--- config.mk ---
export PLATFORM = sky130hd
export DESIGN_NAME = i2s_word_assembler
export DESIGN_NICKNAME = d
export VERILOG_FILES = /design/src/rtl/i2s_pkg.sv /design/src/rtl/axis_sync_fifo.sv /design/src/rtl/i2s_word_assembler.sv
export SDC_FILE = /design/constraint.sdc
export NUM_CORES = 1
export LEC_CHECK = 0
export CAP_MARGIN = 20
export CELL_PAD_IN_SITES_DETAIL_PLACEMENT = 1
export CELL_PAD_IN_SITES_GLOBAL_PLACEMENT = 1
export CORE_ASPECT_RATIO = 1.75
export CORE_MARGIN = 3
export CORE_UTILIZATION = 25
export DETAILED_ROUTE_END_ITERATION = 16
export PLACE_DENSITY_LB_ADDON = 0.1
export SETUP_SLACK_MARGIN = 0.5
export SLEW_MARGIN = 20
export SYNTH_ARGS = -nofsm -noshare
export SYNTH_HDL_FRONTEND = slang
export SYNTH_SLANG_ARGS = --single-unit
--- constraint.sdc ---
create_clock -name bclk -period 4.3 [get_ports bclk]
set_input_delay 0.43 -clock bclk [delete_from_list [all_inputs] [get_ports bclk]]
set_output_delay 0.43 -clock bclk [all_outputs]
set_load 0.005 [all_outputs]
--- src/rtl/i2s_pkg.sv ---
// Shared constants and helpers for the I2S word assembler.
package i2s_pkg;

    localparam int unsigned I2S_MAX_WORD = 32;
    localparam int unsigned I2S_MAX_TDM  = 16;
    // Internal channel counter width, enough for I2S_MAX_TDM channels.
    localparam int unsigned I2S_CHAN_CNT_W = $clog2(I2S_MAX_TDM);

    // Number of byte slices carrying one word: ceil(width / 8), 1..4.
    function automatic logic [2:0] slices_per_word(input logic [5:0] width);
        logic [6:0] sum;
        sum = {1'b0, width} + 7'd7;
        return sum[5:3];
    endfunction

    // Keep-mask for a slice; only the final slice of a word with a partial
    // remainder has its unused low bits cleared.
    function automatic logic [7:0] slice_mask(input logic [2:0] rem, input logic final_slice);
        logic [7:0] mask;
        mask = 8'hFF;
        if (final_slice && (rem != 3'd0)) begin
            mask = 8'hFF << (4'd8 - {1'b0, rem});
        end
        return mask;
    endfunction

endpackage

--- src/rtl/axis_sync_fifo.sv ---
// Single-clock valid/ready FIFO. Push while full is accepted only when a
// pop happens in the same cycle; the caller detects drops.
module axis_sync_fifo #(
    parameter int unsigned DEPTH = 4,
    parameter int unsigned WIDTH = 37
) (
    input  logic             clk_i,
    input  logic             rst_i,
    input  logic             push_i,
    input  logic [WIDTH-1:0] wdata_i,
    input  logic             pop_i,
    output logic [WIDTH-1:0] rdata_o,
    output logic             full_o,
    output logic             empty_o
);

    localparam int unsigned AW = (DEPTH > 1) ? $clog2(DEPTH) : 1;

    logic [WIDTH-1:0] mem_q [DEPTH];
    logic [WIDTH-1:0] mem_d [DEPTH];
    logic [AW-1:0]    wr_ptr_q, wr_ptr_d;
    logic [AW-1:0]    rd_ptr_q, rd_ptr_d;
    logic [AW:0]      count_q, count_d;
    logic             do_push;
    logic             do_pop;

    // Pointer, occupancy and storage next-state.
    always_comb begin
        empty_o  = (count_q == '0);
        full_o   = (count_q == (AW+1)'(DEPTH));
        do_pop   = pop_i & ~empty_o;
        do_push  = push_i & (~full_o | do_pop);
        wr_ptr_d = wr_ptr_q;
        rd_ptr_d = rd_ptr_q;
        count_d  = count_q;
        mem_d    = mem_q;
        if (do_push) begin
            mem_d[wr_ptr_q] = wdata_i;
            wr_ptr_d        = wr_ptr_q + AW'(1);
        end
        if (do_pop) begin
            rd_ptr_d = rd_ptr_q + AW'(1);
        end
        unique case ({do_push, do_pop})
            2'b10:   count_d = count_q + (AW+1)'(1);
            2'b01:   count_d = count_q - (AW+1)'(1);
            default: count_d = count_q;
        endcase
        // Head is forced to zero when empty so outputs are clean at reset.
        rdata_o = empty_o ? '0 : mem_q[rd_ptr_q];
    end

    // State registers; storage itself needs no reset.
    always_ff @(posedge clk_i) begin
        mem_q <= mem_d;
        if (rst_i) begin
            wr_ptr_q <= '0;
            rd_ptr_q <= '0;
            count_q  <= '0;
        end else begin
            wr_ptr_q <= wr_ptr_d;
            rd_ptr_q <= rd_ptr_d;
            count_q  <= count_d;
        end
    end

endmodule

--- src/rtl/i2s_word_assembler.sv ---
// Packs MSB-first byte slices from the I2S deserializer into 32-bit TDM
// samples tagged with channel index and end-of-frame, buffered in a FIFO.
// Optional build macro I2S_ASM_SIGN_EXT_EN: right-justify and sign-extend
// samples instead of the default left-justified, zero-padded format.
module i2s_word_assembler
    import i2s_pkg::*;
#(
    parameter int unsigned FIFO_DEPTH = 4,
    parameter int unsigned CH_WIDTH   = 4
) (
    input  logic                bclk,
    input  logic                rst,
    input  logic                s_axis_tvalid,
    input  logic [7:0]          s_axis_tdata,
    input  logic                s_axis_tlast,
    output logic                m_axis_tvalid,
    input  logic                m_axis_tready,
    output logic [31:0]         m_axis_tdata,
    output logic [CH_WIDTH-1:0] m_axis_tuser,
    output logic                m_axis_tlast,
    input  logic [5:0]          i_word_width,
    input  logic [4:0]          i_tdm_num,
    input  logic                i_enable,
    input  logic                i_clear,
    output logic [31:0]         o_frame_num,
    output logic                o_overflow,
    output logic                o_frame_err
);

    localparam int unsigned EntryW = 32 + CH_WIDTH + 1;

    logic [31:0]               acc_q, acc_d;
    logic [1:0]                byte_cnt_q, byte_cnt_d;
    logic [I2S_CHAN_CNT_W-1:0] chan_cnt_q, chan_cnt_d;
    logic [31:0]               frame_num_q, frame_num_d;
    logic                      overflow_q, overflow_d;
    logic                      frame_err_q, frame_err_d;

    logic [2:0]        nb;
    logic              accept;
    logic              last_slice;
    logic              last_chan;
    logic [7:0]        masked;
    logic [31:0]       acc_next;
    logic              word_done;
    logic              tlast_flag;
    logic [31:0]       sample;
    logic [5:0]        shamt;
    logic [EntryW-1:0] fifo_wdata;
    logic [EntryW-1:0] fifo_rdata;
    logic              fifo_full;
    logic              fifo_empty;
    logic              fifo_pop;
    logic              ev_frame;
    logic              ev_err;
    logic              ev_ovf;

    // Slice decode, packing and event detection.
    always_comb begin
        nb         = slices_per_word(i_word_width);
        accept     = s_axis_tvalid & i_enable;
        last_slice = ({1'b0, byte_cnt_q} == (nb - 3'd1));
        last_chan  = ({1'b0, chan_cnt_q} == (i_tdm_num - 5'd1));
        masked     = s_axis_tdata & slice_mask(i_word_width[2:0], last_slice);
        // Accumulator is zero at word start, so OR-ing the shifted lane works.
        acc_next   = acc_q | ({masked, 24'h0} >> {byte_cnt_q, 3'b000});
        word_done  = accept & (last_slice | s_axis_tlast);
        tlast_flag = s_axis_tlast | last_chan;
        shamt      = 6'd32 - i_word_width;
`ifdef I2S_ASM_SIGN_EXT_EN
        sample     = 32'($signed(acc_next) >>> shamt);
`else
        sample     = acc_next;
`endif
        fifo_wdata = {sample, CH_WIDTH'(chan_cnt_q), tlast_flag};
        fifo_pop   = m_axis_tvalid & m_axis_tready;
        ev_frame   = accept & s_axis_tlast;
        ev_err     = ev_frame & (~last_slice | ~last_chan);
        ev_ovf     = word_done & fifo_full & ~fifo_pop;
    end

    // Next-state for packing state, frame counter and sticky flags.
    always_comb begin
        acc_d       = acc_q;
        byte_cnt_d  = byte_cnt_q;
        chan_cnt_d  = chan_cnt_q;
        frame_num_d = i_clear ? 32'd0 : frame_num_q;
        overflow_d  = i_clear ? 1'b0 : overflow_q;
        frame_err_d = i_clear ? 1'b0 : frame_err_q;
        if (!i_enable) begin
            acc_d      = '0;
            byte_cnt_d = '0;
            chan_cnt_d = '0;
        end else if (word_done) begin
            acc_d      = '0;
            byte_cnt_d = '0;
            chan_cnt_d = tlast_flag ? '0 : chan_cnt_q + I2S_CHAN_CNT_W'(1);
        end else if (accept) begin
            acc_d      = acc_next;
            byte_cnt_d = byte_cnt_q + 2'd1;
        end
        // Events win over a same-cycle clear.
        if (ev_frame) begin
            frame_num_d = frame_num_d + 32'd1;
        end
        if (ev_err) begin
            frame_err_d = 1'b1;
        end
        if (ev_ovf) begin
            overflow_d = 1'b1;
        end
    end

    // State registers with synchronous reset.
    always_ff @(posedge bclk) begin
        if (rst) begin
            acc_q       <= '0;
            byte_cnt_q  <= '0;
            chan_cnt_q  <= '0;
            frame_num_q <= '0;
            overflow_q  <= 1'b0;
            frame_err_q <= 1'b0;
        end else begin
            acc_q       <= acc_d;
            byte_cnt_q  <= byte_cnt_d;
            chan_cnt_q  <= chan_cnt_d;
            frame_num_q <= frame_num_d;
            overflow_q  <= overflow_d;
            frame_err_q <= frame_err_d;
        end
    end

    axis_sync_fifo #(
        .DEPTH (FIFO_DEPTH),
        .WIDTH (EntryW)
    ) u_fifo (
        .clk_i   (bclk),
        .rst_i   (rst),
        .push_i  (word_done),
        .wdata_i (fifo_wdata),
        .pop_i   (fifo_pop),
        .rdata_o (fifo_rdata),
        .full_o  (fifo_full),
        .empty_o (fifo_empty)
    );

    // Output unpacking.
    always_comb begin
        m_axis_tvalid = ~fifo_empty;
        m_axis_tdata  = fifo_rdata[EntryW-1 -: 32];
        m_axis_tuser  = fifo_rdata[CH_WIDTH:1];
        m_axis_tlast  = fifo_rdata[0];
        o_frame_num   = frame_num_q;
        o_overflow    = overflow_q;
        o_frame_err   = frame_err_q;
    end

endmodule

[Word level (Yosys, flattened, before mapping)]
Index checks and enable logic that the tools add are counted.
Storage, ports and cells
  output and inout port bits: 72
  logic and storage cells: 81
  latch bits: 0
  memories: 0
  input bits: 26
  bits in read-only memories: 0
  RAM bits: 0
  bits in registers: 227
Cells by class
  bitwise operators: 23
  $mul: 0
  mux-type cells: 15
  equality and inequality tests: 5
  div/mod/pow operators: 0
  order comparisons: 3
  shift operators: 2
  reduce and logical (&&, ||, !) cells: 9
  $add $sub $neg: 11
Operators by type and width (number)
  148-bit bitwise mux: 1
  37-bit two-way mux: 4
  37-bit binary-select mux with 2-bit select: 1
  37-bit demux with 2-bit select: 1
  32-bit two-way mux: 2
  32-bit by 1-bit adder with 32-bit output, second input constant: 1
  32-bit OR: 1
  32-bit by 5-bit >> shifter with 32-bit output: 1
  1-bit AND: 9
  8-bit AND: 1
  8-bit two-way mux: 1
  8-bit by 4-bit left shift with 8-bit output, first input constant: 1
  2-bit by 1-bit adder with 2-bit output, second input constant: 3
  6-bit by 3-bit adder with 6-bit output, second input constant: 1
  3-bit >= comparator, second input constant: 2
  1-bit inverter: 6
  2-bit inverter with 3-bit output: 2
  3-bit one-hot mux with 2 select lines: 1
  2-bit nonzero test: 3
  3-bit by 1-bit subtractor with 3-bit output, second input constant: 2
  4-bit by 5-bit equality test with 1-bit output: 1
  5-bit by 1-bit subtractor with 5-bit output, second input constant: 1
  4-bit by 1-bit adder with 4-bit output, second input constant: 1
  4-bit two-way mux: 1
  14 further kinds: 20

[Longest topological paths before layout]
  depth in word-level cells: 9
  depth in mapped cells: 17
  depth with buffers taken out: 17

[By module]
A second synthesis with hierarchy kept.
Unflattened totals
  cells, all modules: 743
  area, all modules: 9781.9 µm²
Modules (own cells, without submodules)
  axis_sync_fifo: area each 6038.3 µm², times used 1, cells an instance 285, sequential area each 4584.4 µm²
  i2s_word_assembler: area each 3743.6 µm², times used 1, cells an instance 458, sequential area each 1441.4 µm²

[Worst setup path after synthesis]
No wires, ideal clock.
  path type: input to register
  start point: input port i_word_width[2]
  end point: register u_fifo.mem_q[0] (netlist name) (enable)
  path slack: 666 ps
  buffers on the path: 1
  arrival: 3236 ps
  data required time: 3902 ps
  setup time: 398 ps
  stages: 9
  cell sequence: or3_1 > buf_2 > xnor2_1 > ha_1 > xor2_1 > xor2_2 > a31oi_4 > nor2_1 > and2_1
Between the ends
  cells in the longest elaborated chain, start to end: 6
Ends and longest elaborated chain
  start: declaration: line i2s_word_assembler.sv:21  | input logic [5:0] i_word_width,
  6-bit by 3-bit adder with 6-bit output: line i2s_pkg.sv:12  | sum = {1'b0, width} + 7'd7;
  3-bit by 1-bit subtractor with 3-bit output: line i2s_word_assembler.sv:62  | last_slice = ({1'b0, byte_cnt_q} == (nb - 3'd1));
  2-bit by 3-bit equality test with 1-bit output: line i2s_word_assembler.sv:62
  1-bit OR: line i2s_word_assembler.sv:67  | word_done = accept & (last_slice | s_axis_tlast);
  1-bit AND: line i2s_word_assembler.sv:67
  1-bit AND: line axis_sync_fifo.sv:32  | do_push = push_i & (~full_o | do_pop);
  end signal: assignment: line axis_sync_fifo.sv:55  | mem_q <= mem_d;
  end: declaration: line axis_sync_fifo.sv:19  | logic [WIDTH-1:0] mem_q [DEPTH];
Every way passes these cells.
A chain may end at the register's enable or synchronous reset.

[Worst setup path in the final report]
  start point: input port i_word_width[0]
  end point: register u_fifo.mem_q[66] (netlist name) (data pin)
Between the ends
  cells in the longest elaborated chain, start to end: 9
  elaborated cells between the ends (all ways): 12
  classes of those cells: 3 x add/sub; 1 x eq/ne; 2 x shift; 2 x mux; 2 x bitwise; 2 x reduce/logical
Ends and longest elaborated chain
  6-bit by 3-bit adder with 6-bit output: line i2s_pkg.sv:12
  3-bit by 1-bit subtractor with 3-bit output: line i2s_word_assembler.sv:62
  2-bit by 3-bit equality test with 1-bit output: line i2s_word_assembler.sv:62
  1-bit logical AND: line i2s_pkg.sv:21  | if (final_slice && (rem != 3'd0)) begin
  8-bit two-way mux *: line i2s_pkg.sv:21
  8-bit AND *: line i2s_word_assembler.sv:64  | masked = s_axis_tdata & slice_mask(i_word_width[2:0], last_slice);
  32-bit by 5-bit >> shifter with 32-bit output *: line i2s_word_assembler.sv:66  | acc_next = acc_q | ({masked, 24'h0} >> {byte_cnt_q, 3'b000});
  32-bit OR *: line i2s_word_assembler.sv:66
  named net acc_next[24]: line i2s_word_assembler.sv:44  | logic [31:0] acc_next;
  148-bit bitwise mux *: line axis_sync_fifo.sv:38  | mem_d[wr_ptr_q] = wdata_i;
Mark *: on every way through the listed nets, which the timed path passes. The rest lies on a longest branch.

==> run_results.csv <==
group,metric,value,unit
clock_network,clkSinkCount,227,
clock_network,cts_buffer_depth,3,
die,die_h,266,µm
clock_network,cts_hold_buf,0,
placement,dpl_cell_area,11300,µm²
die,initial_utilization,25.6,%
yosys,synth_edf_count,148,
route,ant_nets,0,
placement,routabilityCongestion,0.751,
placement,io_buffer_count,97,
timing,fmax,276,MHz
clock_network,cts_buffers,24,
pwr,total_power,6.05,mW
timing,finalHoldViolations,0,
outcome,status,"finished, final reports clean",
route,wl_per_cell,21.2,µm
pwr,power_density,492,nW/µm²
finish,final_common_cell,"edfxtp_1",
clock_network,post-cts-setup-buffer-count,0,
yosys,yosysWarnings,0,
global_route,grt_util_all_layers,13.7,%
timing,slew_viol_final,0,
finish,drive_gt1_share,13.0,%
die,num_rows,94,
timing,rsz0062_at_grt,"true",
worst_setup_path,cp_slowest_cell,"nor2_1",
yosys,ys_types,58,
yosys,synth_ff_type,"edfxtp_1",
flow_run,maxCapViolCount,0,
timing,tns,0,ps
route,detail_route.wirelength,28.3,mm
clock_network,cts_max_level,1,
global_route,grt_pass1_wl,43.5,mm
worst_setup_path,path_buf_inv,3,
yosys,synth_cells,728,
clock_network,cts-root-buf,"clkbuf_16",
timing,slew_headroom,23.7,%
finish,finalNetCount,878,
die,fp.dieArea,41200,µm²
timing,fin_skew,15.8,ps
yosys,avgSynthCellArea,13.3,µm²
route,viasPerCell,4.69,
yosys,netlist.area_leader.share,45.9,%
route,first_pass_iters,4,
die,die_x,155,µm
yosys,synth_fa_ha_area_share,1.89,%
die,core_area,37900,µm²
yosys,synth_top_family_by_area,"simple AND/OR/NAND/NOR gates",
timing,setup_viol,0,
clock_network,cts_tree,"done",
timing,fin_crit_sh,84.3,%
yosys,synth_area,9680,µm²
worst_setup_path,worst_setup_path_start_kind,"input port",
worst_setup_path,critPathKind,"in -> reg",
worst_setup_path,cp_cell_sequence,"clkdlybuf4s50_1 > inv_1 > ha_1 > inv_1 > o21ai_0 > xor2_1 > ha_1 > xnor2_2 > nor2_1 > a41oi_1 > a21o_1",
global_route,grt_pass1_vias,7270,
finish,area_growth,27.0,%
yosys,synthesis.nets,768,
route,drt-initial-drc-count,213,
yosys,synth_compound_area_share,8.79,%
clock_network,insertion_delay,530,ps
worst_setup_path,cp.required,4560,ps
finish,num-fill-cells,4055,
global_route,grt_overflow,0,
min_path,hp-class,"reg -> reg",
route,vias,6272,
pwr,ir_drop,317,µV
die,num_io_pins,98,
placement,dp_hpwl,19.5,mm
yosys,synth_xor_area_share,3.50,%
worst_setup_path,cp_top_family,"compound AO/OA/AOI/OAI gates",
clock_network,clkTransAtPathRegs,60,ps
yosys,synth_simple_gate_area_share,12.4,%
route,route.detailed.drc,0,
worst_setup_path,endpoint_kind,"register",
yosys,synth_mux_area_share,8.61,%
yosys,synth.ff_latch_count,227,
finish,design_area,12300,µm²
worst_setup_path,worstPathArrival,3890,ps
finish,final_cell_mix,"edfxtp_1, clkdlybuf4s50_1, dfxtp_1, nor2_1, a21oi_1",
timing,worstMarginPinSlew,1140,ps
worst_setup_path,cpPeakStageDelay,870,ps
pwr,leakage,4.16,nW
global_route,antenna_found_initial,0,
global_route,grt_max_degree,39,
yosys,yosysSeqAreaShare,62.2,%
yosys,async_reset_ff_share,0,%
yosys,synth_area_leaders,"edfxtp_1, dfxtp_1, mux4_2",
yosys,yosys.area.top_type,"edfxtp_1",
timing,post-route-min-period,3620,ps
worst_setup_path,cp_max_fo,15,
## timing repair
item,CTS,global route
setup endpoints to repair,0,17
gates resized for setup,0,2
hold endpoints to repair,0,0
## worst register-to-register path: stages, from the launching register on
cell,delay [ps]
dfxtp_1,560
xnor2_2,150
nor2_1,870
a41oi_1,530
a21o_1,360
## flip-flops by register name, indices dropped and copies added (netlist names)
signal,flops
u_fifo.mem_q,148
acc_q,32
o_frame_num,32
chan_cnt_q,4
u_fifo.count_q,3
byte_cnt_q,2
u_fifo.rd_ptr_q,2
u_fifo.wr_ptr_q,2
o_frame_err,1
o_overflow,1
## report_power, final
| part | internal, mW | total (mW) | switching (mW) |
|---|---|---|---|
| Clock | 1.59 | 2.49 | 0.893 |
| Combinational | 0.631 | 1.16 | 0.530 |
| Sequential | 2.36 | 2.41 | 0.0480 |
## cell families (layout without fill, tap and decap cells)
group,count (synthesis),count (layout)
flip-flops,227,227
AND/OR/NAND/NOR,225,225
AO/OA/AOI/OAI,126,126
buffers and inverters,62,190
XOR/XNOR,37,37
multiplexers,37,37
adder cells (fa/ha/maj),14,14
other,0,1
## path summary, 6_finish.rpt
check / start / end / slack, ps / cells after the start
hold / removal: acc_q[17] / acc_q[17] / 470 / 2
setup reg to reg: byte_cnt_q[1] / u_fifo.mem_q[66] / 1550 / 4
setup / recovery: i_word_width[0] / u_fifo.mem_q[66] / 680 / 11
hold reg to reg: acc_q[17] / acc_q[17] / 470 / 2
## layout make-up
class	count	area (µm²)	area share, %
clock buffer	30	674	5.49
multi-input combinational	439	3420	27.8
antenna	1	2.50	0.0204
tap	480	601	4.88
sequential	227	6030	49.0
inverter	30	113	0.916
timing repair buffer	116	1180	9.59
clock inverter	14	279	2.27
## routing by layer
layer  share of wire, %  GRT usage (%)
met1                 36           13.7
met2                 58           28.0
met3                3.7           2.34
met4                2.4           4.25
met5                  0              0
## through the flow
stage               util (%)  cells  setup WS (ps)  hold slack (ps)
floorplan                  -    728            666              431
global placement        29.9   1292            243              445
detailed placement      29.9   1292           96.9              454
CTS                     32.4   1336            670              470
global route            32.5   1336            484              487
finish                  32.5   1337            676              466
## synth_stat cells, drive strengths merged (7+ instances only)
| master | number |
|---|---|
| a21o | 9 |
| a21oi | 50 |
| a41o | 8 |
| a41oi | 7 |
| and2 | 44 |
| buf | 14 |
| clkbuf | 18 |
| dfxtp | 79 |
| edfxtp | 148 |
| ha | 13 |
| inv | 29 |
| mux4 | 37 |
| nand2 | 26 |
| nand3 | 13 |
| nand4 | 9 |
| nor2 | 75 |
| nor2b | 7 |
| nor3 | 9 |
| o21ai | 12 |
| o21bai | 24 |
| or3 | 12 |
| xnor2 | 15 |
| xor2 | 22 |
Power figures use the tool's default switching activity.
